<file path="config.mk">
export PLATFORM = sky130hd
export DESIGN_NAME = ddr_port_arbiter
export DESIGN_NICKNAME = d
export VERILOG_FILES = /design/src/rtl/ddr_port_arbiter.sv
export SDC_FILE = /design/constraint.sdc
export NUM_CORES = 1
export LEC_CHECK = 0
export ABC_AREA = 1
export ABC_CLOCK_PERIOD_IN_PS = 2000
export CELL_PAD_IN_SITES_DETAIL_PLACEMENT = 1
export CELL_PAD_IN_SITES_GLOBAL_PLACEMENT = 1
export CORE_AREA = 2 2 534 536
export DETAILED_ROUTE_END_ITERATION = 6
export DIE_AREA = 0 0 536 538
export PLACE_DENSITY_LB_ADDON = 0.1
export SETUP_SLACK_MARGIN = 0.3
export SLEW_MARGIN = 20
export SYNTH_ARGS = -nofsm -noshare
export SYNTH_HDL_FRONTEND = slang
export SYNTH_SLANG_ARGS = --single-unit
</file>
<file path="constraint.sdc">
create_clock -name clk -period 2 [get_ports clk]
set_input_delay 0.4 -clock clk [delete_from_list [all_inputs] [get_ports clk]]
set_output_delay 0.4 -clock clk [all_outputs]
set_load 0.005 [all_outputs]
</file>
<file path="src/rtl/ddr_port_arbiter.sv">
// rtl/ddr_port_arbiter.sv - two-port round-robin arbiter and sequencer for the shared DDR command port
// Holds one command on the DDR port until the controller answers, then returns the response to its owner.
module ddr_port_arbiter #(
  parameter int ADDR_W  = 28,
  parameter int DATA_W  = 256,
  parameter int TIMEOUT = 1023
) (
  input  logic              clk,
  input  logic              rst,
  input  logic [1:0]        req_valid,
  input  logic [1:0]        req_rw,
  input  logic [ADDR_W-1:0] req_addr0,
  input  logic [ADDR_W-1:0] req_addr1,
  input  logic [DATA_W-1:0] req_wdata0,
  input  logic [DATA_W-1:0] req_wdata1,
  output logic [1:0]        req_ready,
  output logic [DATA_W-1:0] req_rdata,
  output logic              mem_valid,
  output logic              mem_rw,
  output logic [ADDR_W-1:0] mem_addr,
  output logic [DATA_W-1:0] mem_wdata,
  input  logic [DATA_W-1:0] mem_rdata,
  input  logic              mem_ready,
  output logic [1:0]        grant,
  output logic              busy,
  output logic              err_timeout
);

  typedef enum logic [1:0] {S_IDLE, S_ISSUE, S_DONE} state_t;

  localparam bit          WD_EN   = (TIMEOUT != 0);
  localparam logic [15:0] WD_LAST = (TIMEOUT > 0) ? 16'(TIMEOUT - 1) : 16'd0;

  state_t              r_state;
  logic                r_last_grant;
  logic [15:0]         r_wd;
  logic [1:0]          r_req_ready;
  logic [DATA_W-1:0]   r_req_rdata;
  logic                r_mem_valid;
  logic                r_mem_rw;
  logic [ADDR_W-1:0]   r_mem_addr;
  logic [DATA_W-1:0]   r_mem_wdata;
  logic [1:0]          r_grant;
  logic                r_busy;
  logic                r_err_timeout;

  logic                w_pick1;
  logic                w_rw;
  logic [ADDR_W-1:0]   w_addr;
  logic [DATA_W-1:0]   w_wdata;
  logic                w_wd_expire;

  // On a tie the port that did not win last time goes first.
  always_comb begin
    w_pick1 = req_valid[1] & (~req_valid[0] | ~r_last_grant);
    w_rw    = w_pick1 ? req_rw[1]  : req_rw[0];
    w_addr  = w_pick1 ? req_addr1  : req_addr0;
    w_wdata = w_pick1 ? req_wdata1 : req_wdata0;
    w_wd_expire = WD_EN && (r_wd == WD_LAST);
  end

  always_ff @(posedge clk or negedge rst) begin
    if (!rst) begin
      r_state       <= S_IDLE;
      r_last_grant  <= 1'b1;
      r_wd          <= 16'd0;
      r_req_ready   <= 2'b00;
      r_req_rdata   <= '0;
      r_mem_valid   <= 1'b0;
      r_mem_rw      <= 1'b0;
      r_mem_addr    <= '0;
      r_mem_wdata   <= '0;
      r_grant       <= 2'b00;
      r_busy        <= 1'b0;
      r_err_timeout <= 1'b0;
    end else begin
      r_req_ready <= 2'b00;
      case (r_state)
        S_IDLE: begin
          if (|req_valid) begin
            r_mem_rw     <= w_rw;
            r_mem_addr   <= w_addr;
            r_mem_wdata  <= w_wdata;
            r_grant      <= w_pick1 ? 2'b10 : 2'b01;
            r_last_grant <= w_pick1;
            r_mem_valid  <= 1'b1;
            r_busy       <= 1'b1;
            r_wd         <= 16'd0;
            r_state      <= S_ISSUE;
          end
        end
        S_ISSUE: begin
          // A completion in the expiry cycle takes priority over the watchdog.
          if (mem_ready) begin
            r_mem_valid <= 1'b0;
            r_req_rdata <= mem_rdata;
            r_req_ready <= r_grant;
            r_state     <= S_DONE;
          end else if (w_wd_expire) begin
            r_err_timeout <= 1'b1;
            r_mem_valid   <= 1'b0;
            r_req_rdata   <= '0;
            r_req_ready   <= r_grant;
            r_state       <= S_DONE;
          end else begin
            r_wd <= r_wd + 16'd1;
          end
        end
        S_DONE: begin
          // No arbitration here: the owner's valid is still high for this cycle.
          r_grant <= 2'b00;
          r_busy  <= 1'b0;
          r_state <= S_IDLE;
        end
        default: begin
          r_state <= S_IDLE;
        end
      endcase
    end
  end

  assign req_ready   = r_req_ready;
  assign req_rdata   = r_req_rdata;
  assign mem_valid   = r_mem_valid;
  assign mem_rw      = r_mem_rw;
  assign mem_addr    = r_mem_addr;
  assign mem_wdata   = r_mem_wdata;
  assign grant       = r_grant;
  assign busy        = r_busy;
  assign err_timeout = r_err_timeout;

endmodule

</file>
==> impl_metrics.csv <==
group,metric,value,unit
grt,number_of_antenna_violations_at_the_first_check_in_global_routing,142,
grt,grt_first_pass_wirelength,289000,um
setup_path,worst_setup_path_start_kind,"flop",
setup_path,worst_path_max_delay_cell,"sky130_fd_sc_hd__dfrtp_1",
power,seq_power_share,29.6,%
yosys,synth_seq_area_share,57.3,%
setup_path,critical-path-top-delay-family,"flip-flops",
yosys,synth_area_leader_cell,"sky130_fd_sc_hd__dfrtp_1",
routing,dr.pass1.iters,4,
flow_run,timing.max_cap.violations,0,
sta,finalHoldViolCount,0,
placement,dp.final_hpwl,180000,um
clock_tree,max-clock-path-buffers,4,
clock_tree,clk_latency,0.81,ns
placement,place_area,45000,um^2
sta,drv_slew,0,
setup_path,cp_num_buf_inv,1,
floorplan,placementRows,196,
yosys,post_synth_instance_area,24800,um^2
power,power_frac_clock,23.4,%
placement,port_buffers,1378,
routing,dr_total_vias,28354,
yosys,async_reset_ff_share,100,%
setup_path,ff2ff_path_depth,11,
routing,route.antenna.remaining_nets,0,
sta,setup_viol_count_final,0,
floorplan,ioPinCount,1379,
setup_path,rr_endpoint,"req_rdata[115]$_DFFE_PN0P_",
yosys,synth_edf_count,0,
floorplan,fp.dieArea,288000,um^2
layout,layout-drive-gt1-share,19.7,%
setup_path,worstPathCellList,"dlygate4sd2_1",
power,total_switching_power,29.4,mW
power,worst_ir_drop_vdd,0.000606,V
setup_path,worst_ep_arrival_time,1.44,ns
setup_path,timing.critical_path.fanout_max,2,
layout,design_area,49000,um^2
grt,first_global_vias,30271,
floorplan,overall_die_height,538,um
routing,detail_route.vias_per_cell,3.41,
floorplan,dieWidth,536,um
routing,routed_wirelength,224000,um
floorplan,core_area,283000,um^2
setup_path,cpPeakStageDelay,0.38,ns
yosys,ys_top_cells_by_count,"1124 x sky130_fd_sc_hd__nand2_1, 591 x sky130_fd_sc_hd__nand3_1, 566 x sky130_fd_sc_hd__dfrtp_1",
yosys,yosysMostFrequentCell,"sky130_fd_sc_hd__nand2_1",
grt,globalRouteOverflowTotal,0,
yosys,synthesis.yosys.warnings,0,
power,power-per-cell-area,1460,nW/um^2
clock_tree,clock-root-buffer,"sky130_fd_sc_hd__clkbuf_16",
clock_tree,cts_inserted_buffers,95,
min_path,holdCritPathClass,"primary input to async pin",
routing,drt_first_iter_violations,1119,
grt,grt_start_max_net_pins,70,
setup_path,endpoint,"mem_addr[11]",
yosys,netlist_instances,2895,
setup_path,worstReg2RegStart,"r_wd[0]$_DFFE_PN0P_",
clock_tree,cts_tree,"yes",
yosys,syn_avg_cell_area,8.55,um^2
setup_path,timing.critical_path.from,"mem_addr[11]$_DFFE_PN0P_",
power,design_power_total,71.6,mW
setup_path,worstSetupPathDepth,1,
setup_path,start_to_end_type_of_the_worst_setup_path,"flop to output port",
yosys,most_common_flop_cell_mapped_by_yosys,"sky130_fd_sc_hd__dfrtp_1",
sta,post-route-period-util,92.2,%
yosys,synth.area.top_cells,"sky130_fd_sc_hd__dfrtp_1 57%, sky130_fd_sc_hd__nand2_1 17%, sky130_fd_sc_hd__nand3_1 12%",
yosys,synth_top_area_share,57.2,%
sta,max_fclk,542,MHz
floorplan,initial_core_util,8.74,%
sta,skew,0.0676,ns
run_status,outcome,"finished, final reports clean",
layout,fillerInstances,32922,
grt,grt_util_all_layers,14.7,%
sta,finalSetupTns,0,ns
clock_tree,clk_transition_reported_paths,0.06,ns
yosys,ys_ff_latch,567,
yosys,syn_nets,3728,
sta,tightestPinTransition,0.713,ns
clock_tree,cts.sinks,567,
power,total_leakage_power,21.5,nW
yosys,synthDistinctLibCells,25,
setup_path,r2r_slack,0.19,ns
sta,min_period,1.84,ns
setup_path,required,1.60,ns
clock_tree,cts-htree-levels,3,
sta,timing.slew.headroom,52.5,%
power,power_frac_comb,47.0,%
routing,route.detailed.drc,0,
sta,setup_repair_after_global_routing_missed_its_margin,"yes",
layout,layout_stage_area_growth_over_the_synthesis_result,97.9,%
power,sw_frac_of_total,41.1,%
layout,finalNetCount,5284,
routing,post_drt_wl_per_cell,26.9,um
setup_path,cp-end-kind,"output port",
power,power_report.internal_total,42.2,mW
placement,routabilityCongestion,0.795,
[layout by cell type (no fill, tap or decap), types with 3 or more instances in the layout]
cell	netlist	layout
sky130_fd_sc_hd__buf_12	0	81
sky130_fd_sc_hd__buf_16	0	6
sky130_fd_sc_hd__buf_2	77	39
sky130_fd_sc_hd__buf_4	2	227
sky130_fd_sc_hd__buf_6	21	69
sky130_fd_sc_hd__buf_8	0	5
sky130_fd_sc_hd__clkbuf_1	134	25
sky130_fd_sc_hd__clkbuf_16	0	111
sky130_fd_sc_hd__clkbuf_2	0	97
sky130_fd_sc_hd__clkbuf_8	0	24
sky130_fd_sc_hd__clkdlybuf4s15_1	0	235
sky130_fd_sc_hd__clkdlybuf4s15_2	0	6
sky130_fd_sc_hd__clkdlybuf4s50_1	0	828
sky130_fd_sc_hd__clkinv_2	0	11
sky130_fd_sc_hd__clkinvlp_4	0	3
sky130_fd_sc_hd__dfrtp_1	566	529
sky130_fd_sc_hd__dfrtp_2	0	37
sky130_fd_sc_hd__diode_2	0	29
sky130_fd_sc_hd__dlygate4sd2_1	0	94
sky130_fd_sc_hd__dlygate4sd3_1	0	3
sky130_fd_sc_hd__inv_1	21	18
sky130_fd_sc_hd__inv_2	2	4
sky130_fd_sc_hd__nand2_1	1124	977
sky130_fd_sc_hd__nand2_2	2	113
sky130_fd_sc_hd__nand2_4	1	36
sky130_fd_sc_hd__nand3_1	591	590
sky130_fd_sc_hd__nand4_1	290	290
sky130_fd_sc_hd__nor2_1	25	19
sky130_fd_sc_hd__nor2_4	1	5
sky130_fd_sc_hd__o21ai_0	5	5
sky130_fd_sc_hd__o21ai_1	8	8
sky130_fd_sc_hd__o21bai_1	3	3
sky130_fd_sc_hd__or2_2	3	3
[cells by family (layout without fill, tap and decap cells)]
family / after synthesis / in the layout / synth area share (%)
and+or+nand+nor: 2038 / 2038 / 37.0
other: 0 / 29 / 0
buffers and inverters: 269 / 1892 / 5.14
xor gates and xnor gates: 2 / 2 / 0.0708
AOI/OAI and AO/OA: 17 / 17 / 0.374
DFF: 567 / 567 / 57.3
adders and majority gates: 2 / 2 / 0.101
[layer usage]
layer	track usage (%)	share of wire (%)	up-vias
met1	15.8	38	13794
met2	26.3	50	1117
met3	6.50	9.9	366
met5	0	0.35	-
li1	-	-	12957
met4	3.11	2.0	120
[metrics by stage]
stage	setup slack (ns)	utilization, %	std cells	hold WS [ns]
2_1_floorplan	0.423	-	2895	0.104
3_3_place_gp	-0.184	15.9	8046	0.279
3_5_place_dp	-0.221	15.9	8046	0.283
4_1_cts	0.0129	16.9	8228	0.00318
5_1_grt	0.0748	17.3	8284	0.0623
6_report	0.155	17.3	8309	0.0717
[state kept, by name, indices dropped and copies added (netlist names)]
register / flops
mem_addr: 28
req_rdata: 256
r_last_grant: 1
mem_rw: 1
busy: 1
mem_wdata: 256
err_timeout: 1
mem_valid: 1
req_ready: 2
grant: 2
r_wd: 16
r_state: 2
[power groups by stage]
stage	Clock (mW)	Combinational (mW)	Sequential, mW
6_report	16.7	33.6	21.2
5_1_grt	18.0	36.9	21.9
4_1_cts	17.7	33.2	21.1
3_5_place_dp	0	35.6	21.1
3_3_place_gp	0	35.6	21.1
2_1_floorplan	0	10.2	20.3
[worst min path at each step]
stage,startpoint,end,slack (ns)
4_1_cts,rst,mem_wdata[20]$_DFFE_PN0P_,0.003
3_3_place_gp,rst,mem_wdata[20]$_DFFE_PN0P_,0.28
3_5_place_dp,rst,mem_wdata[20]$_DFFE_PN0P_,0.28
5_1_grt,rst,mem_wdata[20]$_DFFE_PN0P_,0.06
2_1_floorplan,rst,busy$_DFFE_PN0P_,0.10
6_report,rst,mem_wdata[20]$_DFFE_PN0P_,0.07
[layout make-up]
| type | instances | area, um^2 | share of cell area [%] |
|---|---|---|---|
| timing repair buffer | 1705 | 17000 | 34.6 |
| multi-input combinational | 2059 | 9900 | 20.2 |
| tap | 3762 | 4710 | 9.61 |
| inverter | 23 | 93.8 | 0.192 |
| clock inverter | 19 | 183 | 0.373 |
| sequential | 567 | 14200 | 29.1 |
| antenna | 29 | 72.6 | 0.148 |
| clock buffer | 145 | 2830 | 5.77 |
[timing repair]
item                                    4_1_cts  5_1_grt
cloned                                        0       18
pin swaps                                     0       15
resized for setup                          1118      604
setup buffers                                15       34
hold buffers                                  3        0
hold endpoints to repair                    242        0
endpoints found under the setup margin      869     1001
No activity file was read; power rests on OpenSTA's default activity.
